**src/rtl/counter_frame_receiver.sv**
```systemverilog
// rtl/counter_frame_receiver.sv - serial count-word deserializer with per-channel shadow registers
//
// Ports:
//   clk            single clock, all inputs sampled on the rising edge
//   reset          synchronous active-high; clears all state and outputs
//   serial_in      serial count data, MSB first
//   sl_in          shift/load strobe; one-cycle pulse marks the start of a word
//   addr_in        channel address, sampled together with sl_in
//   ovf_global_in  global overflow, sampled with the last data bit
//   ovf_rtc_in     RTC-window overflow, sampled with the last data bit
//   rd_sel         host read select for the shadow register file
//   data_out       last completed word (holds until the next valid word)
//   chan_out       channel of data_out
//   data_valid     one-cycle pulse: new word on data_out/chan_out
//   frame_err      one-cycle pulse: frame aborted by a reload or discarded for a bad address
//   busy           high while a word is being shifted in
//   rtc_ovf        sticky RTC overflow, cleared by reset only
//   rd_data        shadow word of channel rd_sel (combinational read)
//   rd_ovf         overflow flag stored with channel rd_sel

module counter_frame_receiver #(
  parameter int WIDTH    = 16,
  parameter int CHANNELS = 8
) (
  input  logic                        clk,
  input  logic                        reset,
  input  logic                        serial_in,
  input  logic                        sl_in,
  input  logic [3:0]                  addr_in,
  input  logic                        ovf_global_in,
  input  logic                        ovf_rtc_in,
  input  logic [$clog2(CHANNELS)-1:0] rd_sel,
  output logic [WIDTH-1:0]            data_out,
  output logic [3:0]                  chan_out,
  output logic                        data_valid,
  output logic                        frame_err,
  output logic                        busy,
  output logic                        rtc_ovf,
  output logic [WIDTH-1:0]            rd_data,
  output logic                        rd_ovf
);

  localparam int CNT_W = $clog2(WIDTH);
  localparam logic [CNT_W-1:0] LAST_BIT = CNT_W'(WIDTH - 1);

  typedef enum logic {
    IDLE  = 1'b0,
    SHIFT = 1'b1
  } state_t;

  state_t               state_q;
  state_t               state_d;
  logic [WIDTH-1:0]     shift_q;
  logic [CNT_W-1:0]     bit_cnt_q;
  logic [3:0]           addr_q;
  logic [WIDTH-1:0]     shadow_q [CHANNELS];
  logic [CHANNELS-1:0]  ovf_q;

  logic [WIDTH-1:0]     word_next;
  logic                 addr_ok;
  logic                 last_bit;
  logic                 abort;
  logic                 commit;
  logic                 discard;

  // Word as it stands after this cycle's bit is shifted in; on the last
  // bit this is the complete word.
  assign word_next = {shift_q[WIDTH-2:0], serial_in};
  assign addr_ok   = {28'd0, addr_q} < CHANNELS;

  // ---------------------------------------------------------------
  // FSM state register
  // ---------------------------------------------------------------
  always_ff @(posedge clk) begin
    if (reset) begin
      state_q <= IDLE;
    end else begin
      state_q <= state_d;
    end
  end

  // ---------------------------------------------------------------
  // FSM next state and frame events
  // ---------------------------------------------------------------
  always_comb begin
    state_d  = state_q;
    last_bit = 1'b0;
    abort    = 1'b0;
    commit   = 1'b0;
    discard  = 1'b0;
    case (state_q)
      IDLE: begin
        if (sl_in) begin
          state_d = SHIFT;
        end
      end
      SHIFT: begin
        if (sl_in) begin
          // A reload always wins, even on the last-bit cycle: the
          // partial word is thrown away and a new frame starts.
          abort   = 1'b1;
          state_d = SHIFT;
        end else if (bit_cnt_q == LAST_BIT) begin
          last_bit = 1'b1;
          commit   = addr_ok;
          discard  = !addr_ok;
          state_d  = IDLE;
        end
      end
      default: begin
        state_d = IDLE;
      end
    endcase
  end

  // ---------------------------------------------------------------
  // Datapath: shifter, bit counter, output word, shadow file
  // ---------------------------------------------------------------
  always_ff @(posedge clk) begin
    if (reset) begin
      shift_q    <= '0;
      bit_cnt_q  <= '0;
      addr_q     <= '0;
      data_out   <= '0;
      chan_out   <= '0;
      data_valid <= 1'b0;
      frame_err  <= 1'b0;
      rtc_ovf    <= 1'b0;
      ovf_q      <= '0;
      for (int i = 0; i < CHANNELS; i++) begin
        shadow_q[i] <= '0;
      end
    end else begin
      data_valid <= commit;
      frame_err  <= abort | discard;

      if (sl_in) begin
        addr_q    <= addr_in;
        shift_q   <= '0;
        bit_cnt_q <= '0;
      end else if (state_q == SHIFT) begin
        shift_q <= word_next;
        // Hold on the last bit; the next load clears the counter anyway.
        if (!last_bit) begin
          bit_cnt_q <= bit_cnt_q + 1'b1;
        end
      end

      if (commit) begin
        data_out <= word_next;
        chan_out <= addr_q;
        rtc_ovf  <= rtc_ovf | ovf_rtc_in;
        for (int i = 0; i < CHANNELS; i++) begin
          if (addr_q == 4'(i)) begin
            shadow_q[i] <= word_next;
            ovf_q[i]    <= ovf_global_in;
          end
        end
      end
    end
  end

  assign busy    = (state_q == SHIFT);
  assign rd_data = shadow_q[rd_sel];
  assign rd_ovf  = ovf_q[rd_sel];

endmodule

```
**config.mk**
```make
export PLATFORM = sky130hd
export DESIGN_NAME = counter_frame_receiver
export DESIGN_NICKNAME = d
export VERILOG_FILES = /design/src/rtl/counter_frame_receiver.sv
export SDC_FILE = /design/constraint.sdc
export NUM_CORES = 1
export LEC_CHECK = 0
export ABC_AREA = 1
export CAP_MARGIN = 10
export CORE_ASPECT_RATIO = 1.1
export CORE_MARGIN = 4
export CORE_UTILIZATION = 45
export DETAILED_ROUTE_END_ITERATION = 6
export GPL_TIMING_DRIVEN = 0
export MAX_ROUTING_LAYER = met4
export PLACE_DENSITY = 0.74
export RECOVER_POWER = 25
export SYNTH_ARGS = -nofsm -noshare
export SYNTH_HDL_FRONTEND = slang
export SYNTH_SLANG_ARGS = --single-unit
```
**constraint.sdc**
```tcl
create_clock -name clk -period 4 [get_ports clk]
set_input_delay 0.8 -clock clk [delete_from_list [all_inputs] [get_ports clk]]
set_output_delay 0.8 -clock clk [all_outputs]
set_load 0.01 [all_outputs]
```
==> results of run 1 <==
==> power by group through the flow <==
stage / logic (mW) / clock network [mW] / registers (mW)
final: 0.309 / 1.65 / 2.10
after global routing: 0.343 / 1.74 / 2.11
after CTS: 0.315 / 1.65 / 2.10
after detailed placement: 0.312 / 0 / 2.14
after global placement: 0.309 / 0 / 2.14
after floorplan: 0.188 / 0 / 2.14
==> placed cells by master, fill, tap and decap left out, types with 9 or more instances in the layout <==
| master | netlist | layout |
|---|---|---|
| nand3_1 | 18 | 24 |
| dfxtp_1 | 55 | 55 |
| nand2_1 | 92 | 92 |
| clkdlybuf4s50_1 | 0 | 47 |
| o21ai_1 | 32 | 34 |
| clkbuf_16 | 0 | 20 |
| buf_2 | 13 | 9 |
| clkbuf_1 | 20 | 21 |
| a21oi_1 | 18 | 18 |
| nor2_2 | 13 | 11 |
| o21ai_0 | 109 | 106 |
| nor2_1 | 259 | 263 |
| inv_1 | 43 | 43 |
| edfxtp_1 | 128 | 128 |
==> cell type report <==
type	count	share of cell area (%)
clock buffers	23	5.82
clock inverters	9	0.642
repair buffers	48	5.24
flip-flops and latches	183	54.0
plain buffers	46	2.89
inverters	48	1.97
multi-input cells	557	26.3
well taps	234	3.19
==> critical path: stages <==
cell             delay, ns
clkdlybuf4s50_1       0.52
inv_2                 0.14
buf_2                 0.24
clkbuf_4              0.27
nor2_1                0.06
o21ai_0               0.28
nand2_1               0.10
nand2_1               0.10
clkdlybuf4s50_1       0.53
==> timing repair <==
item / in CTS / in global routing
hold buffers: 0 / 0
setup endpoints to repair: 0 / 9
gates resized for setup: 0 / 8
==> sequential cells by signal, indices dropped and copies added, names as in the netlist <==
name,flops
ovf_q,8
chan_out,4
busy,1
frame_err,1
data_out,16
addr_q,4
data_valid,1
shadow_q,128
shift_q,15
rtc_ovf,1
bit_cnt_q,4
==> cell families after synthesis <==
group,count (synthesis),share of synthesized area (%)
simple gates,395,21.3
flops,183,62.6
compound gates,160,10.2
buf+inv,94,5.59
xor+xnor,1,0.111
fa+ha+maj,1,0.158
==> final timing paths <==
| check | depth (start not counted) | startpoint | slack (ns) | to |
|---|---|---|---|---|
| worst max-delay path | 9 | rd_sel[0] | 0.14 | rd_data[15] |
| worst min-delay path | 2 | chan_out[3] | 0.45 | chan_out[3] |
| worst max register to register | 6 | bit_cnt_q[0] | 0.94 | shadow_q[5][8] |
| worst min register to register | 2 | chan_out[3] | 0.45 | chan_out[3] |
==> metal layers <==
layer / vias up / track usage (%) / part of all wire (%)
li1: 2900 / - / -
met1: 2828 / 24.7 / 42
met2: 223 / 32.8 / 49
met3: 44 / 4.25 / 5.3
met4: 0 / 8.66 / 3.4
met5: - / - / 0
==> impl_results.md, run 1 <==
- Largest net degree at the start of global routing: 17
- Slew @ Worst Pin: 0.915 ns
- Initial DRC count: 604
- Die area: 19700 um2
- Hold Fails Final Rpt: 0
- Mapped Nets: 848
- Synth-to-Final Area Change: 16.1%
- Die width: 134 um
- Initial antenna violation count: 0
- Main synth FF type: edfxtp_1
- Flop pwr share: 51.7%
- Worst Path Max Fanout: 10
- CTS buffer count: 17
- Final hold slack: 0.448 ns
- Max Freq: 0.259 GHz
- Num ports: 54
- RSZ-0062 raised after global routing: no
- Clock buffer depth: 2
- Core Region: 17100 um2
- Routability cong.: 0.828
- Static Leakage: 3.32 nW
- Root Buffer: clkbuf_16
- Clock-pin slew on the worst setup and hold paths: 0.07 ns
- Placed cell areas: 8670 um2
- Antenna-violating nets left: 0
- Vias per cell: 5.22
- Total of max-cap violations: 0
- Kind of critical path: primary input to output pin
- Post-synth cell types: 26
- Layout cells sized above 1: 8.21%
- Setup violators final: 0
- Initial Utilization: 46.1%
- Clock Skew: 0.00767 ns
- Async SR Flop Fraction: 0%
- Number of synthesized register bits: 183
- PortBufs: 48
- Netlist Area Pre-Place: 7900 um2
- Final Cycle Share: 96.5%
- TNS Setup: 0 ns
- Drt total wl: 19000 um
- Req. time, crit path: 3.20 ns
- Status: completed
- Switching power: 0.942 mW
- Synth Instances: 834
- Pre-CTS setup slack: 0.0795 ns
- Congestion Overflow GR: 0
- Clock tree sinks: 183
- Yosys top cell by area: edfxtp_1
- Top cell type's share of synthesized area: 48.7%
- Crit path DAT: 3.06 ns
- DRC errors left: 0
- Overall power: 4.06 mW
- Hold Crit Class: register to register
- Die height: 147 um
- Combinational Power Share: 7.6%
- Setup Buffers After CTS: 0
- EDFF count, synth: 128
- CTS H-tree lvls: 4
- Clock Latency Late Sink: 0.44 ns
- Commonest cells post-synth: 259 x nor2_1, 128 x edfxtp_1, 109 x o21ai_0
- Post-route cell area: 9160 um2
- Cell internal pwr: 3.12 mW
- Register area share after synthesis: 62.6%
- GRT Total Usage: 20.3%
- Final Slew Violations: 0
- Fin crit period: 3.86 ns
- Final net count: 915
- CTS tree: built
- N_diodes: 0
- Site Rows: 50
- WL per Instance: 16.5 um
- Startpoint types: primary input
- Seq. cell area: 4940 um2
- Clock Power Share: 40.7%
- Worst slew margin: 39.0%
- Cell count after placement: 1116
- Via count of the routed design: 5995
- Final worst setup slack: 0.140 ns
- Pre-antenna DRT Iters: 5
- Fillers: 1598
- Max VDD drop: 0.277 mV
- CP Capture Type: output pin
- Count leader, synth: nor2_1
- Sw Share: 23.2%
- Post-DP HPWL: 13000 um
- Avg Inst Size Synth: 9.47 um2
- Finished Layout Cells: 1148
- Top cells by area, synth: edfxtp_1 49%, dfxtp_1 14%, nor2_1 12%
- First-pass GRT wire length: 30100 um
- Yosys warnings: 0
- PwrDens: 444 nW/um2
- Multi-input combinational cell area: 2410 um2
- Vias in the first global route: 5870
- Final core utilization: 53.5%
No activity file was read; power rests on OpenSTA's default activity.
==> run 2, diff against run 1 <==
--- a/config.mk
+++ b/config.mk
@@ -11,6 +11,7 @@
 export CORE_MARGIN = 4
 export CORE_UTILIZATION = 45
 export DETAILED_ROUTE_END_ITERATION = 6
+export GPL_ROUTABILITY_DRIVEN = 1
 export GPL_TIMING_DRIVEN = 0
 export MAX_ROUTING_LAYER = met4
 export PLACE_DENSITY = 0.74
==> results of run 2 <==
Same layout as run 1: the final DEF is identical, and so are final timing and power.
==> run 3, diff against run 2 <==
--- a/config.mk
+++ b/config.mk
@@ -11,7 +11,6 @@
 export CORE_MARGIN = 4
 export CORE_UTILIZATION = 45
 export DETAILED_ROUTE_END_ITERATION = 6
-export GPL_ROUTABILITY_DRIVEN = 1
 export GPL_TIMING_DRIVEN = 0
 export MAX_ROUTING_LAYER = met4
 export PLACE_DENSITY = 0.74
==> results of run 3 <==
Same layout as run 1: the final DEF is identical, and so are final timing and power.
